`src/rtl/dsp_pkg.sv`:
```
// Shared types and step-sequencing helpers for the iterative DSP multiply-accumulate.
// Holds the mode encodings, FSM states and per-mode step counts.
package dsp_pkg;

    typedef enum logic [1:0] {
        MODE_HH  = 2'd0,
        MODE_HF  = 2'd1,
        MODE_FF  = 2'd2,
        MODE_RSV = 2'd3
    } mode_e;

    typedef enum logic {
        ST_IDLE = 1'b0,
        ST_RUN  = 1'b1
    } state_e;

    localparam int unsigned STEPS_HH = 1;
    localparam int unsigned STEPS_HF = 2;
    localparam int unsigned STEPS_FF = 4;

    typedef logic [1:0] step_t;

    // Per-step operand half selection and extension controls for the partial product.
    typedef struct packed {
        logic a_hi;
        logic b_hi;
        logic a_sext;
        logic b_sext;
    } pp_sel_t;

    function automatic mode_e norm_mode(input logic [1:0] m);
        return (m == MODE_RSV) ? MODE_FF : mode_e'(m);
    endfunction

    function automatic step_t last_step(input mode_e m);
        case (m)
            MODE_HH: return step_t'(STEPS_HH - 1);
            MODE_HF: return step_t'(STEPS_HF - 1);
            default: return step_t'(STEPS_FF - 1);
        endcase
    endfunction

    function automatic pp_sel_t step_select(input mode_e m, input step_t s);
        pp_sel_t r;
        r = '0;
        case (m)
            MODE_HH: begin
                r.a_sext = 1'b1;
                r.b_sext = 1'b1;
            end
            MODE_HF: begin
                r.a_sext = 1'b1;
                r.b_hi   = s[0];
                r.b_sext = s[0];
            end
            default: begin
                r.a_hi   = s[0];
                r.b_hi   = s[1];
                r.a_sext = s[0];
                r.b_sext = s[1];
            end
        endcase
        return r;
    endfunction

endpackage

```
`src/rtl/pp_mult_signed.sv`:
```
// (AW+1)x(BW+1) signed partial-product multiplier; each operand half is either
// zero-extended (low half) or sign-extended (high half) by its control bit.
module pp_mult_signed #(
    parameter int AW = 8,
    parameter int BW = 8
) (
    input  logic                     a_sext,
    input  logic                     b_sext,
    input  logic [AW-1:0]            a,
    input  logic [BW-1:0]            b,
    output logic signed [AW+BW+1:0]  p
);

    localparam int PW = AW + BW + 2;

    logic signed [AW:0]   a_x;
    logic signed [BW:0]   b_x;
    logic signed [PW-1:0] a_w;
    logic signed [PW-1:0] b_w;

    assign a_x = {a_sext & a[AW-1], a};
    assign b_x = {b_sext & b[BW-1], b};
    assign a_w = PW'(a_x);
    assign b_w = PW'(b_x);
    assign p   = a_w * b_w;

endmodule

```
`src/rtl/iter_dsp_mac.sv`:
```
// Iterative signed multiply-accumulate using one half-width partial product per cycle.
// Optional feature: define ITER_DSP_MAC_SAT_EN for saturating accumulation with sticky sat.
module iter_dsp_mac
    import dsp_pkg::*;
#(
    parameter int N     = 16,
    parameter int M     = 16,
    parameter int ACC_W = N + M + 8
) (
    input  logic             clk,
    input  logic             rst_n,
    input  logic             start,
    input  logic [1:0]       mode,
    input  logic             mac,
    input  logic [1:0]       shift_amount,
    input  logic             shift_dir,
    input  logic             clr,
    input  logic [N-1:0]     aa,
    input  logic [M-1:0]     bb,
    output logic             ready,
    output logic             out_valid,
    output logic [ACC_W-1:0] out,
    output logic             sat
);

    localparam int N2  = N / 2;
    localparam int M2  = M / 2;
    localparam int PPW = N2 + M2 + 2;
    localparam int PW  = N + M;

    state_e state_q, state_d;
    step_t  step_q, step_d;
    logic   accept;
    logic   done;

    logic [N-1:0]          a_q;
    logic [M-1:0]          b_q;
    mode_e                 mode_q;
    logic                  mac_q;
    logic [1:0]            shamt_q;
    logic                  sdir_q;
    logic signed [PW-1:0]  psum_q;

    pp_sel_t               sel;
    logic [N2-1:0]         a_half;
    logic [M2-1:0]         b_half;
    logic signed [PPW-1:0] pp;
    logic signed [PW-1:0]  pp_w;
    logic signed [PW-1:0]  prod;
    logic signed [ACC_W-1:0] p_ext;
    logic signed [ACC_W-1:0] p_sh;
    logic signed [ACC_W-1:0] acc_q;
    logic signed [ACC_W-1:0] acc_sum;

    always_ff @(posedge clk or negedge rst_n) begin
        if (!rst_n) begin
            state_q <= ST_IDLE;
            step_q  <= '0;
        end else begin
            // NOTE: state registers use non-blocking assignment so every flop samples pre-edge values.
            state_q <= state_d;
            step_q  <= step_d;
        end
    end

    always_comb begin
        // NOTE: every output of this block gets a default first so no path can infer a latch.
        state_d = state_q;
        step_d  = step_q;
        ready   = 1'b0;
        done    = 1'b0;
        case (state_q)
            ST_IDLE: ready = 1'b1;
            ST_RUN: begin
                done  = (step_q == last_step(mode_q));
                ready = done;
            end
            default: ready = 1'b0;
        endcase
        accept = start & ready;
        if (accept) begin
            state_d = ST_RUN;
            step_d  = '0;
        end else if (done) begin
            state_d = ST_IDLE;
            step_d  = '0;
        end else if (state_q == ST_RUN) begin
            step_d = step_q + step_t'(1);
        end
    end

    always_ff @(posedge clk or negedge rst_n) begin
        if (!rst_n) begin
            a_q     <= '0;
            b_q     <= '0;
            mode_q  <= MODE_HH;
            mac_q   <= 1'b0;
            shamt_q <= '0;
            sdir_q  <= 1'b0;
            psum_q  <= '0;
        end else if (accept) begin
            a_q     <= aa;
            b_q     <= bb;
            mode_q  <= norm_mode(mode);
            mac_q   <= mac;
            shamt_q <= shift_amount;
            sdir_q  <= shift_dir;
            psum_q  <= '0;
        end else if (state_q == ST_RUN) begin
            psum_q  <= prod;
        end
    end

    assign sel    = step_select(mode_q, step_q);
    assign a_half = sel.a_hi ? a_q[N-1:N2] : a_q[N2-1:0];
    assign b_half = sel.b_hi ? b_q[M-1:M2] : b_q[M2-1:0];

    pp_mult_signed #(
        .AW (N2),
        .BW (M2)
    ) u_pp (
        .a_sext (sel.a_sext),
        .b_sext (sel.b_sext),
        .a      (a_half),
        .b      (b_half),
        .p      (pp)
    );

    // Weight the partial product by the positions of the selected halves.
    always_comb begin
        pp_w = PW'(pp);
        if (sel.a_hi) pp_w = pp_w <<< N2;
        if (sel.b_hi) pp_w = pp_w <<< M2;
    end

    assign prod  = psum_q + pp_w;
    assign p_ext = ACC_W'(prod);
    assign p_sh  = sdir_q ? (p_ext <<< shamt_q) : (p_ext >>> shamt_q);

`ifdef ITER_DSP_MAC_SAT_EN
    localparam int AW1 = ACC_W + 1;
    localparam logic signed [ACC_W-1:0] ACC_MAX = {1'b0, {(ACC_W-1){1'b1}}};
    localparam logic signed [ACC_W-1:0] ACC_MIN = {1'b1, {(ACC_W-1){1'b0}}};

    logic signed [ACC_W:0] sum_w;
    logic                  ovf;
    logic                  sat_q;

    // One guard bit exposes signed overflow as disagreement of the top two sum bits.
    always_comb begin
        sum_w   = AW1'(acc_q) + AW1'(p_sh);
        ovf     = sum_w[ACC_W] ^ sum_w[ACC_W-1];
        acc_sum = sum_w[ACC_W-1:0];
        if (ovf) acc_sum = sum_w[ACC_W] ? ACC_MIN : ACC_MAX;
    end

    always_ff @(posedge clk or negedge rst_n) begin
        if (!rst_n) begin
            sat_q <= 1'b0;
        end else if (clr) begin
            sat_q <= 1'b0;
        end else if (done && mac_q && ovf) begin
            sat_q <= 1'b1;
        end
    end

    assign sat = sat_q;
`else
    assign acc_sum = acc_q + p_sh;
    assign sat     = 1'b0;
`endif

    always_ff @(posedge clk or negedge rst_n) begin
        if (!rst_n) begin
            acc_q     <= '0;
            out_valid <= 1'b0;
        end else begin
            out_valid <= done;
            if (done) begin
                acc_q <= (clr || !mac_q) ? p_sh : acc_sum;
            end else if (clr) begin
                acc_q <= '0;
            end
        end
    end

    assign out = acc_q;

endmodule

```
`config.mk`:
```
export PLATFORM = sky130hd
export DESIGN_NAME = iter_dsp_mac
export DESIGN_NICKNAME = d
export VERILOG_FILES = /design/src/rtl/dsp_pkg.sv /design/src/rtl/pp_mult_signed.sv /design/src/rtl/iter_dsp_mac.sv
export SDC_FILE = /design/constraint.sdc
export NUM_CORES = 1
export LEC_CHECK = 0
export CORE_MARGIN = 2
export CORE_UTILIZATION = 50
export CTS_BUF_LIST = sky130_fd_sc_hd__clkbuf_8
export CTS_CLUSTER_SIZE = 14
export DETAILED_ROUTE_END_ITERATION = 16
export DONT_BUFFER_PORTS = 1
export PLACE_DENSITY = 0.62
export SLEW_MARGIN = 20
export SYNTH_ARGS = -nofsm -noshare
export SYNTH_HDL_FRONTEND = slang
export SYNTH_SLANG_ARGS = --single-unit
```
`constraint.sdc`:
```
create_clock -name clk -period 11.9 [get_ports clk]
set_clock_uncertainty 0.05 [all_clocks]
set_input_delay 2.38 -clock clk [delete_from_list [all_inputs] [get_ports clk]]
set_output_delay 2.38 -clock clk [all_outputs]
set_load 0.05 [all_outputs]
```
# ---- Word-level counts from Yosys, hierarchy flattened
# Index checks and enable logic that the tools add are counted.
dict set report totals {
  ff_bits 114
  input_bits 42
}
dict set report op_classes {
  n_bitwise 4
  n_mul 1
  n_eq_ne 3
  n_shift 2
  n_reduce_logical 8
  n_addsub 3
  mux 23
}
# operator count
set op_table {}
lappend op_table {{$mux 40} 4}
lappend op_table {{$mux 32} 3}
lappend op_table {{$add 40x40->40} 1}
lappend op_table {{$sshl 32x2->40} 1}
lappend op_table {{$sshr 32x2->40} 1}
lappend op_table {{$add 32x32->32} 1}
lappend op_table {{$mux 25} 1}
lappend op_table {{$mul 9x9->18} 1}
lappend op_table {{$mux 8} 2}
lappend op_table {{$mux 2} 5}
lappend op_table {{$pmux 2 s2} 2}
lappend op_table {{$reduce_bool 2->1} 3}
lappend op_table {{$mux 1} 4}
lappend op_table {{$pmux 1 s2} 2}
lappend op_table {{$and 1x1->1} 3}
lappend op_table {{$reduce_bool 3->1} 1}
lappend op_table {{$add 2x1->2 const B} 1}
lappend op_table {{$eq 2x1->1 const B} 1}
lappend op_table {{$eq 2x2->1} 1}
lappend op_table {{$eq 2x2->1 const B} 1}
lappend op_table {{$logic_not 2->1} 1}
lappend op_table {{$reduce_or 2->1} 1}
lappend op_table {{$logic_not 1->1} 1}
lappend op_table {{$logic_or 1x1->1} 1}
lappend op_table {{$not 1->1} 1}

# ---- Depth between registers and ports, before layout
# Gate-level depths: netlist of run 1.
dict set report depth {
  word_depth 14
  depth_mapped 50
  depth_no_buf 48
}

# ---- Cells and area by module
# Synthesis of run 1 repeated with hierarchy kept, for this count alone.
dict set report unflattened {
  cells_unflattened 1703
  area_unflattened_um2 13698.1
}
# module seq_area_each_um2 instances cells_each area_per_inst_um2
set by_module_without_submodules {}
lappend by_module_without_submodules {iter_dsp_mac 2852.7 1 1349 10591.4}
lappend by_module_without_submodules {pp_mult_signed 0.0 1 354 3106.7}

# ---- Worst setup path before layout of run 1
# No wires, ideal clock.
dict set report synth_timing {
  kind {reg-to-reg}
  startpoint {reg mode_q[1]}
  endpoint {reg acc_q[36], in the netlist out[36]}
  t_arrival_ps 10764
  synth_period_minus_slack_ps 10936
  stages_incl_launch_ff 47
  path_slack_ps 964
  required_time_ps 11728
  path_buffers 1
  path_cell_list {dfrtp_1 inv_1 nor2_1 a31oi_1 mux2i_1 a221o_1 clkbuf_1 nand2b_1 fa_1 fa_1 inv_1 fa_1 fa_1 inv_1 fa_1 inv_1 ha_1 inv_1 [... 11 more ...] a2111oi_2 nor2_1 mux2_2 a211o_1 nor2_1 nor3_1 o31ai_1 ha_1 a21oi_1 nor2_1 a211oi_1 o21ai_0 a221o_1 a41oi_2 nor2b_1 o21a_1 or4_1 a32o_1}
}
dict set report synth_via {
  elab_chain_len 14
  elab_cells_between_ends 25
}
# item line
set synth_lines {}
lappend synth_lines {{start, declared} iter_dsp_mac.sv:38} ;# mode_e mode_q;
lappend synth_lines {{start signal, assigned} iter_dsp_mac.sv:104} ;# mode_q <= norm_mode(mode);
lappend synth_lines {{$eq 2x1->1 or $logic_not 2->1 (tied branches)} {dsp_pkg.sv:36, dsp_pkg.sv:46}}
lappend synth_lines {{$reduce_or 2->1 (no line)} --}
lappend synth_lines {{$mux 1} dsp_pkg.sv:46} ;# case (m)
lappend synth_lines {{$mux 8} iter_dsp_mac.sv:115} ;# assign a_half = sel.a_hi ? a_q[N-1:N2] : a_q[N2-1:0];
lappend synth_lines {{$and 1x1->1} pp_mult_signed.sv:21} ;# assign a_x = {a_sext & a[AW-1], a};
lappend synth_lines {{$mul 9x9->18} pp_mult_signed.sv:25} ;# assign p = a_w * b_w;
lappend synth_lines {{$mux 25} iter_dsp_mac.sv:132} ;# if (sel.a_hi) pp_w = pp_w <<< N2;
lappend synth_lines {{$mux 32} iter_dsp_mac.sv:133} ;# if (sel.b_hi) pp_w = pp_w <<< M2;
lappend synth_lines {{$add 32x32->32} iter_dsp_mac.sv:136} ;# assign prod = psum_q + pp_w;
lappend synth_lines {{$sshr 32x2->40 or $sshl 32x2->40 (tied branches)} iter_dsp_mac.sv:138} ;# assign p_sh = sdir_q ? (p_ext <<< shamt_q) : (p_ext >>> shamt_q);
lappend synth_lines {{$mux 40} iter_dsp_mac.sv:138}
lappend synth_lines {{$add 40x40->40} iter_dsp_mac.sv:169} ;# assign acc_sum = acc_q + p_sh;
lappend synth_lines {{$mux 40} iter_dsp_mac.sv:180} ;# acc_q <= (clr || !mac_q) ? p_sh : acc_sum;
lappend synth_lines {{$mux 40} iter_dsp_mac.sv:179} ;# if (done) begin
lappend synth_lines {{end signal, assigned} iter_dsp_mac.sv:180}
lappend synth_lines {{end, declared} iter_dsp_mac.sv:52} ;# logic signed [ACC_W-1:0] acc_q;
# Several ways; a longest one is shown, not always the timed one. The select of a mux whose other input is x is not followed.
# A chain may end at the register's enable or synchronous reset.

# ---- Worst setup path after layout of run 1
dict set report layout_timing {
  startpoint {reg mode_q[1]}
  endpoint {reg acc_q[37], in the netlist out[37]}
}
# Same word-level chain as after synthesis.

==> impl_metrics.env, run 1 <==
export IMPL_async_reset_ff_share_pct=100
export IMPL_avgRoutedWirePerCell_um=20.1
export IMPL_cts_buffers=17
export IMPL_max_freq_ghz=0.0876
export IMPL_synthCells=1745
export IMPL_synth_edf_count=0
export IMPL_path_max_fanout=7
export IMPL_cts_tree="done"
export IMPL_grt_pass1_vias=12100
export IMPL_numPortBuffers=0
export IMPL_ys_ff_latch=114
export IMPL_slew_viol_final=0
export IMPL_ys_types=94
export IMPL_final_cell_mix="nand2_1, nor2_1, o21ai_0, ha_1, dfrtp_1"
export IMPL_cts_sinks=114
export IMPL_syn_nets=1977
export IMPL_syn_area_um2=13900
export IMPL_min_delay_start="psum_q[2]$_DFFE_PN0P_"
export IMPL_worstPathRequired_ps=12210
export IMPL_place_ws_ps=145
export IMPL_rows=61
export IMPL_reg2reg_from="mode_q[1]$_DFFE_PN0P_"
export IMPL_ys_warn_count=0
export IMPL_cts_clk_slew_worst_paths_ps=90
export IMPL_finalCritPeriodShare_pct=95.9
export IMPL_finalHoldViolCount=0
export IMPL_outcome="finished, final reports clean"
export IMPL_drt_vias_per_instance=6.10
export IMPL_final_common_cell="nand2_1"
export IMPL_root_buffer="clkbuf_8"
export IMPL_cpMaxStageDelayCell="fa_1"
export IMPL_crit_path_max_incr_delay_ps=550
export IMPL_die_w_um=171
export IMPL_drt_iter0_markers=1166
export IMPL_hpwl_um=32700
export IMPL_yosysSeqAreaShare_pct=20.5
export IMPL_startpoint="mode_q[1]$_DFFE_PN0P_"
export IMPL_slew_headroom_pct=29.4
export IMPL_path_class="reg2reg"
export IMPL_clock_path_buffers=2
export IMPL_hp_class="reg2reg"
export IMPL_initial_utilization_pct=50.5
export IMPL_maxCapViolations=0
export IMPL_dr_pass1_iters=6
export IMPL_grt_antenna_before_repair=0
export IMPL_die_h_um=171
export IMPL_area_delta_synth_final_pct=7.21
export IMPL_fin_ws_ps=486
export IMPL_die_area_um2=29200
export IMPL_drive_above_1_share_pct=8.76
export IMPL_grt_usage_pct=29.4
export IMPL_arrival_ps=11720
export IMPL_end_kind="flop"
export IMPL_clock_latency_ps=460
export IMPL_n_fill_cell=2623
export IMPL_grt_max_degree=115
export IMPL_h_tree_depth=4
export IMPL_cp_start_kind="flop"
export IMPL_num_nets_final=1955
export IMPL_gp_congestion=0.967
export IMPL_via_count=12900
export IMPL_io_pin_count=85
export IMPL_drt_total_wl_um=42400
export IMPL_core_area_um2=27600
export IMPL_ys_flop_type="dfrtp_1"
export IMPL_num_antenna_cells=0
export IMPL_path_common_cell="fa_1"
export IMPL_worst_pin_slew_ps=1060
export IMPL_overflow=0
export IMPL_postCtsHoldBufs=0
export IMPL_min_period_ps=11410
export IMPL_drc=0
export IMPL_setup_viol=0
export IMPL_syn_avg_cell_area_um2=7.97
export IMPL_final_antenna_net_count=0
export IMPL_grt_pass1_wl_um=66700
-- per-stage QoR --
step | setup TNS, ps | std cells | area, um2 | utilization (%) | hold slack (ps)
2_1_floorplan | 0 | 1745 | 13900 | - | 395
3_3_place_gp | 0 | 2076 | 14300 | 52.0 | 419
3_5_place_dp | 0 | 2076 | 14300 | 52.0 | 428
4_1_cts | 0 | 2107 | 14700 | 53.4 | 446
5_1_grt | -69.0 | 2113 | 14900 | 54.1 | 468
6_report | 0 | 2113 | 14900 | 54.1 | 440
-- kinds of logic (layout without fill, tap and decap cells) --
kind of cell             after synthesis  in the layout  share of synthesized area [%]
flip-flops                           114            114                           20.5
XOR/XNOR                              74             74                           4.80
AND/OR/NAND/NOR                      635            635                           20.4
adder cells (fa/ha/maj)              190            190                           21.0
multiplexers                          28             28                           2.39
other                                  1              1                         0.0270
AO/OA/AOI/OAI                        513            513                           25.7
buffers and inverters                190            180                           5.22
-- cells in the mapped netlist, types with 11 or more instances --
cell type	count	area share [%]
nand2_1	319	8.6
nor2_1	128	3.5
o21ai_0	126	4.5
ha_1	118	11
dfrtp_1	114	21
inv_1	107	2.9
a21oi_1	89	3.2
clkbuf_1	73	2.0
fa_1	72	10
xnor2_1	50	3.2
a21o_1	34	1.8
a22oi_1	29	1.6
nor3_1	27	0.97
nand3_1	26	0.94
and2_1	25	1.1
xor2_1	23	1.4
nand2b_1	21	0.95
a211oi_1	19	1.0
a22o_1	19	1.2
a31oi_1	18	0.81
mux2i_1	17	1.2
and3_1	16	0.72
nor2b_1	15	0.68
o211ai_1	14	0.76
o21a_1	14	0.76
o2bb2ai_1	14	0.88
o22ai_1	13	0.59
a211o_1	11	0.69
-- state kept, by name, indices dropped and copies added (netlist names) --
register / flops
shamt_q: 2
sdir_q: 1
mac_q: 1
b_q: 16
out: 40
state_q: 1
mode_q: 2
out_valid: 1
step_q: 2
a_q: 16
psum_q: 32
-- area by class of cell --
type                            count  area, um2  share of cell area [%]
Clock buffer                       18        248                    1.66
Multi-Input combinational cell   1441      10500                    70.3
Timing Repair Buffer               40        313                    2.10
Clock inverter                     13        126                   0.848
Sequential cell                   114       2860                    19.2
Tap cell                          378        473                    3.17
Inverter                          109        412                    2.76
-- worst paths after layout --
check	endpoint	slack, ps	depth (start not counted)
worst max-delay path	out[37]$_DFFE_PN0P_	490	41
worst min-delay path	psum_q[2]$_DFFE_PN0P_	440	2
worst max register to register	out[37]$_DFFE_PN0P_	490	41
worst min register to register	psum_q[2]$_DFFE_PN0P_	440	2
max in group asynchronous	sdir_q$_DFFE_PN0P_	9930	0
min in group asynchronous	psum_q[5]$_DFFE_PN0P_	1560	0
-- worst max-delay path: cells and delay by family, from the launching register on --
family | cells | cell delay, ps
adders and majority gates | 8 | 3760
AOI/OAI and AO/OA | 16 | 3960
muxes | 3 | 710
and+or+nand+nor | 7 | 1190
buffers and inverters | 5 | 450
xor gates and xnor gates | 2 | 760
DFF | 1 | 440
-- layer usage --
layer	part of all wire [%]	vias up	GRT usage, %
li1	-	6162	-
met1	45	6224	41.6
met2	46	437	46.3
met3	7.5	68	5.16
met4	2.2	0	7.84
met5	0	-	0
-- timing repair --
item / 4_1_cts / 5_1_grt
setup buffers: 0 / 6
resized for setup: 0 / 36
endpoints found under the setup margin: 0 / 18
endpoints found under the hold margin: 0 / 0
Power of run 1 is left out: the tool's default activity adds up to more than one toggle a clock period on the data nets, which glitch-free logic cannot reach.
==> run 2, diff against run 1 <==
--- a/config.mk
+++ b/config.mk
@@ -11,7 +11,8 @@
 export CTS_CLUSTER_SIZE = 14
 export DETAILED_ROUTE_END_ITERATION = 16
 export DONT_BUFFER_PORTS = 1
-export PLACE_DENSITY = 0.62
+export PLACE_DENSITY = 0.74
+export SKIP_CTS_REPAIR_TIMING = 1
 export SLEW_MARGIN = 20
 export SYNTH_ARGS = -nofsm -noshare
 export SYNTH_HDL_FRONTEND = slang
==> run 2 against run 1 <==
Global-route usage decreased by 1.2 points; worst setup slack got worse by 48 ps; via count increased by 1.2%; count of clock-buffer cells in the layout decreased by 1; critical path type unchanged; non-clock buffer count decreased by 3.
==> impl_metrics.env, run 2 (synthesized netlist as in run 1, its figures left out) <==
export IMPL_drive_above_1_share_pct=8.54
export IMPL_numPortBuffers=0
export IMPL_startpoint="mode_q[1]$_DFFE_PN0P_"
export IMPL_worst_pin_slew_ps=1140
export IMPL_stdcell_count=2111
export IMPL_crit_path_max_incr_delay_ps=550
export IMPL_die_w_um=171
export IMPL_hpwl_um=30400
export IMPL_largest_reg_flops=40
export IMPL_die_area_um2=29200
export IMPL_grt_pass1_vias=12400
export IMPL_clock_path_buffers=2
export IMPL_cp_start_kind="flop"
export IMPL_rows=61
export IMPL_end_kind="flop"
export IMPL_path_max_fanout=7
export IMPL_worstPathRequired_ps=12230
export IMPL_maxCapViolations=0
export IMPL_min_period_ps=11460
export IMPL_arrival_ps=11790
export IMPL_hp_class="reg2reg"
export IMPL_h_tree_depth=4
export IMPL_numPlacedInstances=2073
export IMPL_grt_pass1_wl_um=64900
export IMPL_finalCritPeriodShare_pct=96.3
export IMPL_overflow=0
export IMPL_area_delta_synth_final_pct=6.99
export IMPL_setup_viol=0
export IMPL_num_nets_final=1952
export IMPL_final_cell_mix="nand2_1, o21ai_0, nor2_1, ha_1, dfrtp_1"
export IMPL_outcome="finished, final reports clean"
export IMPL_slew_headroom_pct=24.0
export IMPL_initial_utilization_pct=50.5
export IMPL_avgRoutedWirePerCell_um=19.1
export IMPL_gp_congestion=1.01
export IMPL_final_antenna_net_count=0
export IMPL_cpMaxStageDelayCell="fa_1"
export IMPL_clock_latency_ps=500
export IMPL_drt_total_wl_um=40400
export IMPL_path_common_cell="fa_1"
export IMPL_core_area_um2=27600
export IMPL_io_pin_count=85
export IMPL_grt_usage_pct=28.2
export IMPL_path_delay_family="compound AO/OA/AOI/OAI gates"
export IMPL_min_delay_start="psum_q[3]$_DFFE_PN0P_"
export IMPL_grt_max_degree=115
export IMPL_max_freq_ghz=0.0872
export IMPL_slew_viol_final=0
export IMPL_cts_buffers=17
export IMPL_dr_pass1_iters=5
export IMPL_n_fill_cell=2526
export IMPL_reg2reg_from="mode_q[1]$_DFFE_PN0P_"
export IMPL_die_h_um=171
export IMPL_cts_clk_slew_worst_paths_ps=90
export IMPL_finalHoldViolCount=0
export IMPL_grt_antenna_before_repair=0
export IMPL_final_common_cell="nand2_1"
export IMPL_via_count=13000
export IMPL_drt_iter0_markers=1109
export IMPL_worst_path_buf_inv=5
export IMPL_num_antenna_cells=0
export IMPL_drc=0
export IMPL_cts_tree="done"
export IMPL_root_buffer="clkbuf_8"
export IMPL_path_class="reg2reg"
export IMPL_cts_sinks=114
export IMPL_drt_vias_per_instance=6.18
run 2: final timing paths:
path / endpoint / slack, ps / cells after the start
worst max-delay path: out[36]$_DFFE_PN0P_ / 440 / 43
worst min-delay path: psum_q[3]$_DFFE_PN0P_ / 440 / 2
worst max register to register: out[36]$_DFFE_PN0P_ / 440 / 43
worst min register to register: psum_q[3]$_DFFE_PN0P_ / 440 / 2
max in group asynchronous: psum_q[1]$_DFFE_PN0P_ / 10120 / 0
min in group asynchronous: out[39]$_DFFE_PN0P_ / 1520 / 0
run 2: final cells by class:
type | count | area (um2) | area share, %
Sequential cell | 114 | 2860 | 19.2
Tap cell | 378 | 473 | 3.18
Timing Repair Buffer | 37 | 290 | 1.95
Clock buffer | 17 | 234 | 1.57
Clock inverter | 15 | 160 | 1.08
Inverter | 109 | 412 | 2.77
Multi-Input combinational cell | 1441 | 10400 | 70.3
run 2: worst reg2reg max path: cells and delay by family (launching register included):
| kind | cells | cell delay [ps] |
|---|---|---|
| fa+ha+maj | 8 | 3780 |
| simple gates | 7 | 1130 |
| buf+inv | 5 | 370 |
| compound gates | 20 | 4600 |
| mux | 1 | 150 |
| xor+xnor | 2 | 810 |
| flops | 1 | 450 |
run 2: metrics by stage:
step / utilization [%] / setup TNS [ps] / worst slack (ps) / cell area, um2 / hold slack (ps)
finish: 54.0 / 0 / 438 / 14900 / 443
CTS: 53.3 / 0 / 50.0 / 14700 / 447
global route: 54.0 / -89.2 / -50.7 / 14900 / 466
floorplan: - / 0 / 964 / 13900 / 395
detailed placement: 51.9 / 0 / 156 / 14300 / 428
global placement: 51.9 / 0 / 448 / 14300 / 419
run 2: routing by layer:
layer | vias up | GRT usage, % | routed length, um
met5 | - | 0 | 0
met4 | 0 | 11.1 | 1380
met3 | 87 | 5.23 | 2880
met2 | 502 | 46.1 | 19100
met1 | 6298 | 37.0 | 17000
li1 | 6156 | - | -
Power of run 2 is left out for the same reason.
==> run 3, diff against run 2 <==
--- a/config.mk
+++ b/config.mk
@@ -5,10 +5,9 @@
 export SDC_FILE = /design/constraint.sdc
 export NUM_CORES = 1
 export LEC_CHECK = 0
-export CORE_MARGIN = 2
+export CORE_MARGIN = 10
 export CORE_UTILIZATION = 50
 export CTS_BUF_LIST = sky130_fd_sc_hd__clkbuf_8
-export CTS_CLUSTER_SIZE = 14
 export DETAILED_ROUTE_END_ITERATION = 16
 export DONT_BUFFER_PORTS = 1
 export PLACE_DENSITY = 0.74
@@ -16,4 +15,5 @@
 export SLEW_MARGIN = 20
 export SYNTH_ARGS = -nofsm -noshare
 export SYNTH_HDL_FRONTEND = slang
+export SYNTH_HIERARCHICAL = 1
 export SYNTH_SLANG_ARGS = --single-unit
==> run 3 against run 2 <==
Critical path depth is the same; largest cell class unchanged; synthesized cell count shrank 2.4%; synthesized area shrank 1.5%; count of clock-buffer cells in the layout grew 2; critical endpoint unchanged; highest routed layer unchanged; worst setup slack gained 110 ps; wire length shrank 6.3%; flip-flop and latch count is the same.
==> impl_metrics.env, run 3 <==
export IMPL_setup_tns_ps=0
export IMPL_rows=60
export IMPL_synth_area_leaders="dfrtp_1, ha_1, fa_1"
export IMPL_reg2reg_depth=43
export IMPL_slew_viol_final=0
export IMPL_numPortBuffers=0
export IMPL_min_period_ps=11350
export IMPL_outcome="finished, final reports clean"
export IMPL_dpl_instance_area_um2=13900
export IMPL_syn_nets=1934
export IMPL_final_common_cell="nand2_1"
export IMPL_finalCritPeriodShare_pct=95.4
export IMPL_path_max_fanout=9
export IMPL_drt_iter0_markers=1183
export IMPL_ys_warn_count=6
export IMPL_wl_met2_um=17800
export IMPL_yosysSeqAreaShare_pct=20.8
export IMPL_min_delay_start="a_q[13]$_DFFE_PN0P_"
export IMPL_gp_congestion=0.983
export IMPL_finalHoldViolCount=0
export IMPL_cp_start_kind="flop"
export IMPL_area_delta_synth_final_pct=4.89
export IMPL_worstPathRequired_ps=12230
export IMPL_end_kind="flop"
export IMPL_largest_reg_flops=40
export IMPL_die_area_um2=34400
export IMPL_synthTopCellsByCount="nand2_1, ha_1, dfrtp_1"
export IMPL_syn_avg_cell_area_um2=8.04
export IMPL_grt_pass1_vias=11900
export IMPL_path_delay_family="compound AO/OA/AOI/OAI gates"
export IMPL_syn_area_um2=13700
export IMPL_dr_pass1_iters=6
export IMPL_grt_usage_pct=21.9
export IMPL_cts_tree="done"
export IMPL_final_cell_area_um2=14400
export IMPL_reg2reg_from="step_q[0]$_DFFE_PN0P_"
export IMPL_worst_path_buf_inv=5
export IMPL_crit_path_max_incr_delay_ps=540
export IMPL_die_h_um=186
export IMPL_maxCapViolations=0
export IMPL_grt_pass1_wl_um=61400
export IMPL_cpMaxStageDelayCell="fa_1"
export IMPL_synth_top_cell_area_share_pct=20.8
export IMPL_cts_buffers=17
export IMPL_synth_edf_count=0
export IMPL_ys_flop_type="dfrtp_1"
export IMPL_synthCells=1703
export IMPL_via_count=12400
export IMPL_met3WireLength_um=2300
export IMPL_cts_sinks=114
export IMPL_topRoutingLayerUsed="met4"
export IMPL_synth_top_cell_by_area="dfrtp_1"
export IMPL_ys_ff_latch=114
export IMPL_grt_max_degree=115
export IMPL_path_class="reg2reg"
export IMPL_timing_rr_end="out[36]$_DFFE_PN0P_"
export IMPL_cp_num_cells=43
export IMPL_r2r_setup_slack_ps=550
export IMPL_slew_headroom_pct=29.5
export IMPL_initial_utilization_pct=50.8
export IMPL_path_common_cell="fa_1"
export IMPL_final_cell_mix="nand2_1, ha_1, inv_1, dfrtp_1, o21ai_0"
export IMPL_clock_path_buffers=2
export IMPL_root_buffer="clkbuf_8"
export IMPL_arrival_ps=11680
export IMPL_num_antenna_cells=0
export IMPL_num_nets_final=1876
export IMPL_io_pin_count=85
export IMPL_core_area_um2=27000
export IMPL_drt_vias_per_instance=6.21
export IMPL_max_freq_ghz=0.0881
export IMPL_die_w_um=186
export IMPL_h_tree_depth=4
export IMPL_hp_class="reg2reg"
export IMPL_worst_pin_slew_ps=1050
export IMPL_final_antenna_net_count=0
export IMPL_setup_viol=0
export IMPL_overflow=0
export IMPL_drive_above_1_share_pct=7.36
export IMPL_avgRoutedWirePerCell_um=18.9
export IMPL_async_reset_ff_share_pct=100
export IMPL_drc=0
export IMPL_drt_total_wl_um=37800
export IMPL_hold_depth=2
export IMPL_yosysMostFrequentCell="nand2_1"
export IMPL_cts_clk_slew_worst_paths_ps=80
export IMPL_ys_types=89
export IMPL_grt_antenna_before_repair=0
export IMPL_clock_latency_ps=460
export IMPL_wl_met1_um=17000
export IMPL_hpwl_um=28800
export IMPL_hold_path_end="a_q[13]$_DFFE_PN0P_"
## run 3: cell types whose count changed after synthesis, sizes merged, moves of 8 or more
| cell | change |
|---|---|
| nor2 | -38 |
| mux2 | +12 |
| nor2b | -9 |
| o21ai | -20 |
| nand3 | +17 |
| xor2 | +10 |
| and2 | +25 |
| a221o | +8 |
## run 3: per-stage QoR
step                      hold slack, ps  worst slack, ps  utilization [%]  instances
final                                425              550             53.3       1999
after global routing                 446            -99.7             53.3       1999
after CTS                            431              380             53.2       1999
after detailed placement             407              466             51.5       1967
after global placement               404              835             51.5       1967
after floorplan                      390             1130                -       1703
## run 3: metal layers
layer / global-route usage [%] / vias up
met5: 0 / -
met4: 5.75 / 0
met3: 3.53 / 78
met2: 35.4 / 444
met1: 29.7 / 5998
li1: - / 5902
## run 3: worst max-delay path by stage
| stage | endpoint | start | slack, ps |
|---|---|---|---|
| global placement | out[36]$_DFFE_PN0P_ | step_q[0]$_DFFE_PN0P_ | 840 |
| global route | out[36]$_DFFE_PN0P_ | step_q[0]$_DFFE_PN0P_ | -100 |
| floorplan | out[36]$_DFFE_PN0P_ | step_q[0]$_DFFE_PN0P_ | 1130 |
| CTS | out[36]$_DFFE_PN0P_ | step_q[0]$_DFFE_PN0P_ | 380 |
| detailed placement | out[36]$_DFFE_PN0P_ | step_q[0]$_DFFE_PN0P_ | 470 |
| finish | out[36]$_DFFE_PN0P_ | step_q[0]$_DFFE_PN0P_ | 550 |
## run 3: cells by family (layout without fill, tap and decap cells)
group	count (synthesis)	after routing	share of synthesized area, %
DFF	114	114	20.8
and+or+nand+nor	604	604	19.9
buffers and inverters	204	159	5.68
xor gates and xnor gates	79	79	5.19
muxes	34	34	2.94
other	1	1	0.0274
adders and majority gates	189	189	21.2
AOI/OAI and AO/OA	478	478	24.2
## run 3: cell type report
type	instances	area, um2
fillers	2495	12600
multi-input cells	1385	10100
flip-flops and latches	114	2860
inverters	114	428
well taps	341	427
clock buffers	19	262
clock inverters	13	196
repair buffers	13	97.6
## run 3: tightest hold or removal path: stages (launching register included)
cell and delay (ps):
dfrtp_1 340, nand2_1 50, nand2_1 50
Power of run 3 is left out for the same reason.
